--- src/rtl/piso_serializer_32_bit_if.sv ---
// Parallel-side handshake and serial-side outputs of the PISO serializer.
// The master modport is the upstream producer; the slave modport is the serializer itself.
interface piso_serializer_32_bit_if #(
    parameter int DATA_WIDTH = 32
);
    logic                  Enable_In;
    logic [DATA_WIDTH-1:0] Parallel_Data_In;
    logic                  Data_Valid_In;
    logic                  Data_Ready_Out;
    logic                  Serial_Data_Out;
    logic                  Shift_Data_Signal_Out;
    logic                  Word_Done_Out;
    logic                  Busy_Out;

    modport master (
        output Enable_In,
        output Parallel_Data_In,
        output Data_Valid_In,
        input  Data_Ready_Out,
        input  Serial_Data_Out,
        input  Shift_Data_Signal_Out,
        input  Word_Done_Out,
        input  Busy_Out
    );

    modport slave (
        input  Enable_In,
        input  Parallel_Data_In,
        input  Data_Valid_In,
        output Data_Ready_Out,
        output Serial_Data_Out,
        output Shift_Data_Signal_Out,
        output Word_Done_Out,
        output Busy_Out
    );
endinterface

--- src/rtl/piso_serializer_32_bit.sv ---
// Parallel-in serial-out serializer, MSB first, feeding a left-shifting SIPO register.
// Optional forced idle gap between words; GAP_CYCLES = 0 streams words back to back.
module piso_serializer_32_bit #(
    parameter int DATA_WIDTH = 32,
    parameter int GAP_CYCLES = 0
) (
    input logic                     Clk_In,
    input logic                     Reset_In,
    piso_serializer_32_bit_if.slave ser
);

    localparam int CNT_W = $clog2(DATA_WIDTH);
    localparam int GAP_W = (GAP_CYCLES > 0) ? $clog2(GAP_CYCLES + 1) : 1;
    localparam bit GAPLESS = (GAP_CYCLES == 0);
    localparam logic [CNT_W-1:0] LAST_COUNT = CNT_W'(DATA_WIDTH - 1);
    localparam logic [GAP_W-1:0] GAP_LOAD = (GAP_CYCLES > 0) ? GAP_W'(GAP_CYCLES - 1) : '0;

    typedef enum logic [1:0] {
        ST_IDLE,
        ST_SHIFT,
        ST_GAP
    } state_t;

    state_t                r_State;
    logic [DATA_WIDTH-1:0] r_Shift;
    logic [CNT_W-1:0]      r_Count;
    logic [GAP_W-1:0]      r_Gap;

    logic last_bit;
    logic transfer;

    assign last_bit = (r_State == ST_SHIFT) && (r_Count == LAST_COUNT);

    // Ready is also masked by reset so nothing upstream sees a ready while reset is held.
    assign ser.Data_Ready_Out = Reset_In & ser.Enable_In &
                                ((r_State == ST_IDLE) | (last_bit & GAPLESS));
    assign ser.Shift_Data_Signal_Out = ser.Enable_In & (r_State == ST_SHIFT);
    assign ser.Serial_Data_Out       = (r_State == ST_SHIFT) ? r_Shift[DATA_WIDTH-1] : 1'b0;
    assign ser.Word_Done_Out         = ser.Enable_In & last_bit;
    assign ser.Busy_Out              = (r_State != ST_IDLE);

    assign transfer = ser.Data_Valid_In & ser.Data_Ready_Out;

    always_ff @(posedge Clk_In or negedge Reset_In) begin
        if (!Reset_In) begin
            r_State <= ST_IDLE;
            r_Shift <= '0;
            r_Count <= '0;
            r_Gap   <= '0;
        end else if (ser.Enable_In) begin
            case (r_State)
                ST_IDLE: begin
                    if (transfer) begin
                        r_Shift <= ser.Parallel_Data_In;
                        r_Count <= '0;
                        r_State <= ST_SHIFT;
                    end
                end
                ST_SHIFT: begin
                    if (r_Count != LAST_COUNT) begin
                        r_Shift <= {r_Shift[DATA_WIDTH-2:0], 1'b0};
                        r_Count <= r_Count + CNT_W'(1);
                    end else if (GAPLESS) begin
                        // Reloading on the last bit keeps a held-valid stream free of bubbles.
                        if (transfer) begin
                            r_Shift <= ser.Parallel_Data_In;
                            r_Count <= '0;
                        end else begin
                            r_State <= ST_IDLE;
                        end
                    end else begin
                        r_Gap   <= GAP_LOAD;
                        r_State <= ST_GAP;
                    end
                end
                ST_GAP: begin
                    if (r_Gap == '0) begin
                        r_State <= ST_IDLE;
                    end else begin
                        r_Gap <= r_Gap - GAP_W'(1);
                    end
                end
                default: begin
                    r_State <= ST_IDLE;
                end
            endcase
        end
    end

endmodule
--- src/flat_wrapper.sv ---
// flat-port wrapper written by rule: the top's interface ports become plain ports
module piso_serializer_32_bit_flat 
#(
    parameter int DATA_WIDTH = 32,
    parameter int GAP_CYCLES = 0
)
  (Clk_In, Reset_In, ser_Enable_In, ser_Parallel_Data_In, ser_Data_Valid_In, ser_Data_Ready_Out, ser_Serial_Data_Out, ser_Shift_Data_Signal_Out, ser_Word_Done_Out, ser_Busy_Out);
  piso_serializer_32_bit_if #(.DATA_WIDTH(DATA_WIDTH)) ser_i ();
  input logic Clk_In;
  input logic Reset_In;
  input wire logic [$bits(ser_i.Enable_In)-1:0] ser_Enable_In;
  input wire logic [$bits(ser_i.Parallel_Data_In)-1:0] ser_Parallel_Data_In;
  input wire logic [$bits(ser_i.Data_Valid_In)-1:0] ser_Data_Valid_In;
  output wire logic [$bits(ser_i.Data_Ready_Out)-1:0] ser_Data_Ready_Out;
  output wire logic [$bits(ser_i.Serial_Data_Out)-1:0] ser_Serial_Data_Out;
  output wire logic [$bits(ser_i.Shift_Data_Signal_Out)-1:0] ser_Shift_Data_Signal_Out;
  output wire logic [$bits(ser_i.Word_Done_Out)-1:0] ser_Word_Done_Out;
  output wire logic [$bits(ser_i.Busy_Out)-1:0] ser_Busy_Out;
  assign ser_i.Enable_In = ser_Enable_In;
  assign ser_i.Parallel_Data_In = ser_Parallel_Data_In;
  assign ser_i.Data_Valid_In = ser_Data_Valid_In;
  assign ser_Data_Ready_Out = ser_i.Data_Ready_Out;
  assign ser_Serial_Data_Out = ser_i.Serial_Data_Out;
  assign ser_Shift_Data_Signal_Out = ser_i.Shift_Data_Signal_Out;
  assign ser_Word_Done_Out = ser_i.Word_Done_Out;
  assign ser_Busy_Out = ser_i.Busy_Out;
  piso_serializer_32_bit #(.DATA_WIDTH(DATA_WIDTH), .GAP_CYCLES(GAP_CYCLES)) u_core (.Clk_In(Clk_In), .Reset_In(Reset_In), .ser(ser_i));
endmodule
--- config.mk ---
export PLATFORM = sky130hd
export DESIGN_NAME = piso_serializer_32_bit_flat
export DESIGN_NICKNAME = d
export VERILOG_FILES = /design/src/rtl/piso_serializer_32_bit_if.sv /design/src/rtl/piso_serializer_32_bit.sv /design/src/flat_wrapper.sv
export SDC_FILE = /design/constraint.sdc
export NUM_CORES = 1
export LEC_CHECK = 0
export CORE_MARGIN = 8
export CORE_UTILIZATION = 49
export DETAILED_ROUTE_END_ITERATION = 8
export PLACE_DENSITY_LB_ADDON = 0.1
export SYNTH_ARGS = -nofsm -noshare
export SYNTH_HDL_FRONTEND = slang
export SYNTH_SLANG_ARGS = --single-unit
--- constraint.sdc ---
create_clock -name Clk_In -period 2.36 [get_ports Clk_In]
set_input_delay 0.236 -clock Clk_In [delete_from_list [all_inputs] [get_ports Clk_In]]
set_output_delay 0.236 -clock Clk_In [all_outputs]
set_load 0.01 [all_outputs]
==> impl_metrics.env <==
export IMPL_wire_per_inst_um=17.4
export IMPL_ys_seq_elements=38
export IMPL_arrival_ns=2.00
export IMPL_met1_usage=0.169
export IMPL_fmax_mhz=448
export IMPL_hpwl_mm=2.85
export IMPL_syn_area_um2=1820
export IMPL_multi_input_area_um2=783
export IMPL_final_util=0.653
export IMPL_final_cells=234
export IMPL_htreeDepth=2
export IMPL_grt_pass1_wl_mm=6.78
export IMPL_insertion_delay_ns=0.29
export IMPL_antenna_found_initial=0
export IMPL_dr_pass1_iters=4
export IMPL_ant_nets=0
export IMPL_grt_pass1_vias=1424
export IMPL_timing_hold_ws_ns=0.0264
export IMPL_core_um2=3610
export IMPL_areaGrowthSynthToFinish_pct=29.6
export IMPL_syn_nets=181
export IMPL_drv_slew=0
export IMPL_dieArea_um2=5910
export IMPL_fin_tns_setup_ns=0
export IMPL_nFillCells=297
export IMPL_worstHoldPathType="in2async"
export IMPL_routed_via_density=5.66
export IMPL_seq_area_frac_synth=0.524
export IMPL_nNetsFinal=223
export IMPL_syn_avg_cell_area_um2=12.7
export IMPL_worst_pin_slew_ns=0.486
export IMPL_synth_distinct_cells=27
export IMPL_cp_required_ns=2.12
export IMPL_ioPinCount=41
export IMPL_cts_tree="built"
export IMPL_cellPowerDensity_nw_per_um2=945
export IMPL_num_vias=1325
export IMPL_crit_fanout=5
export IMPL_cp_start_kind="flop"
export IMPL_finalSetupViolations=0
export IMPL_wl_mm=4.07
export IMPL_path_clk_slew_ns=0.07
export IMPL_busiest_layer="met2"
export IMPL_cts_root_buf="clkbuf_8"
export IMPL_ys_warn_count=0
export IMPL_fin_crit_sh=0.946
export IMPL_numPortBuffers=40
export IMPL_synth_edf_count=0
export IMPL_path_class="reg2out"
export IMPL_regArea_um2=951
export IMPL_fp_dieW_um=76.9
export IMPL_grt_util_all_layers=0.141
export IMPL_remaining_drc_errors=0
export IMPL_cts_buffer_depth=2
export IMPL_overflow=0
export IMPL_fp_dieH_um=76.9
export IMPL_grt_max_degree=40
export IMPL_cts_made_buffers=5
export IMPL_ys_flop_type="dfrtp_1"
export IMPL_max_cap_violations=0
export IMPL_p_leak_nw=0.923
export IMPL_vdd_drop_max_v=0.000454
export IMPL_grtUsageMet3=0.0455
export IMPL_fp_row_count=22
export IMPL_hold_viol_final=0
export IMPL_slew_headroom=0.676
export IMPL_status="finished, final reports clean"
export IMPL_cts_sinks=38
export IMPL_rsz0062_at_grt="no"
export IMPL_fin_crit_ns=2.23
export IMPL_routabilityCongestion=0.747
export IMPL_drive_gt1_frac=0.263
export IMPL_skew_ns=0.00336
export IMPL_diodes=0
export IMPL_postSynth_asyncResetShare=1.00
export IMPL_grt_use_met2=0.234
export IMPL_start_util=0.503
export IMPL_rrSetupSlack_ns=0.38
export IMPL_drt_iter0_drc=121
export IMPL_dpl_cell_count=226
export IMPL_synth_cells=143
export IMPL_cp_end_kind="primary output"
==> worst max-delay path: stages (launching register included) <==
cell,delay (ns)
dfrtp_1,0.42
ha_1,0.22
and3_1,0.18
ha_1,0.24
and3_1,0.18
clkdlybuf4s50_1,0.47
==> through the flow <==
| stage | area [um^2] | setup WS, ns | total power [W] |
|---|---|---|---|
| 2_1_floorplan | 1820 | 0.507 | 0.00153 |
| 3_3_place_gp | 2250 | 0.274 | 0.00172 |
| 3_5_place_dp | 2250 | 0.235 | 0.00177 |
| 4_1_cts | 2350 | 0.117 | 0.00224 |
| 5_1_grt | 2350 | 0.0408 | 0.00236 |
| 6_report | 2350 | 0.129 | 0.00222 |
==> cell families after synthesis <==
group,share of synthesized area
AND/OR/NAND/NOR,0.178
flip-flops,0.524
multiplexers,0.0172
adder cells (fa/ha/maj),0.0138
AO/OA/AOI/OAI,0.209
XOR/XNOR,0.00965
buffers and inverters,0.0489
==> layout make-up <==
cell class | instances | share of cell area
Sequential cell | 38 | 0.404
Clock buffer | 6 | 0.0351
Multi-Input combinational cell | 94 | 0.333
Clock inverter | 2 | 0.00532
Tap cell | 48 | 0.0255
Timing Repair Buffer | 46 | 0.197
==> state kept, by name, indices dropped and copies added, names as in the netlist <==
register	count
u_core.r_State	1
u_core.r_Count	5
u_core.r_Shift	32
==> path summary, 6_finish.rpt <==
| path | start | end | cells past startpoint |
|---|---|---|---|
| setup / recovery | u_core.r_Count[0] | ser_Word_Done_Out | 5 |
| hold / removal | Reset_In | u_core.r_State[0] | 2 |
| setup reg to reg | u_core.r_Count[0] | u_core.r_Shift[0] | 7 |
| hold reg to reg | u_core.r_Shift[11] | u_core.r_Shift[11] | 1 |
| max in group asynchronous | Reset_In | u_core.r_Shift[26] | 2 |
| min in group Clk_In | u_core.r_Shift[11] | u_core.r_Shift[11] | 1 |
==> cell usage after synthesis, types with 2 or more instances <==
cell type  count  area share
dfrtp_1       38        0.52
nand2b_1      33        0.11
o221a_2       29        0.18
and2_1         4       0.014
buf_4          4       0.017
buf_6          4       0.025
and3_1         3       0.010
nand2_1        3      0.0062
nor2_1         3      0.0062
buf_2          2      0.0055
ha_1           2       0.014
mux2i_1        2       0.011
o221a_1        2       0.012
==> timing repair <==
action,CTS,global route
setup endpoints to repair,1,0
resized for setup,2,0
hold buffers,0,0
buffers inserted,0,0
==> report_power, final <==
group | switching, W | internal [W]
clock | 0.000225 | 0.000235
combinational | 0.000244 | 0.000447
sequential | 0.000160 | 0.000913
==> cells in the final DEF, fill, tap and decap left out, drive strengths merged, types with 3 or more instances in the layout <==
cell type      synthesis  layout
clkdlybuf4s50          0      38
dfrtp                 38      38
nand2b                33      33
o221a                 31      31
buf                   10       7
clkbuf                 1       6
and2                   4       4
and3                   3       3
nor2                   3       3
nand2                  3       3
==> metal layers <==
metal | share of wire | vias to the layer above
met5 | 0 | -
met4 | 0.0057 | 0
met3 | 0.043 | 2
met2 | 0.50 | 31
met1 | 0.45 | 673
li1 | - | 619
Note: power is estimated with default switching activity, not from simulation.
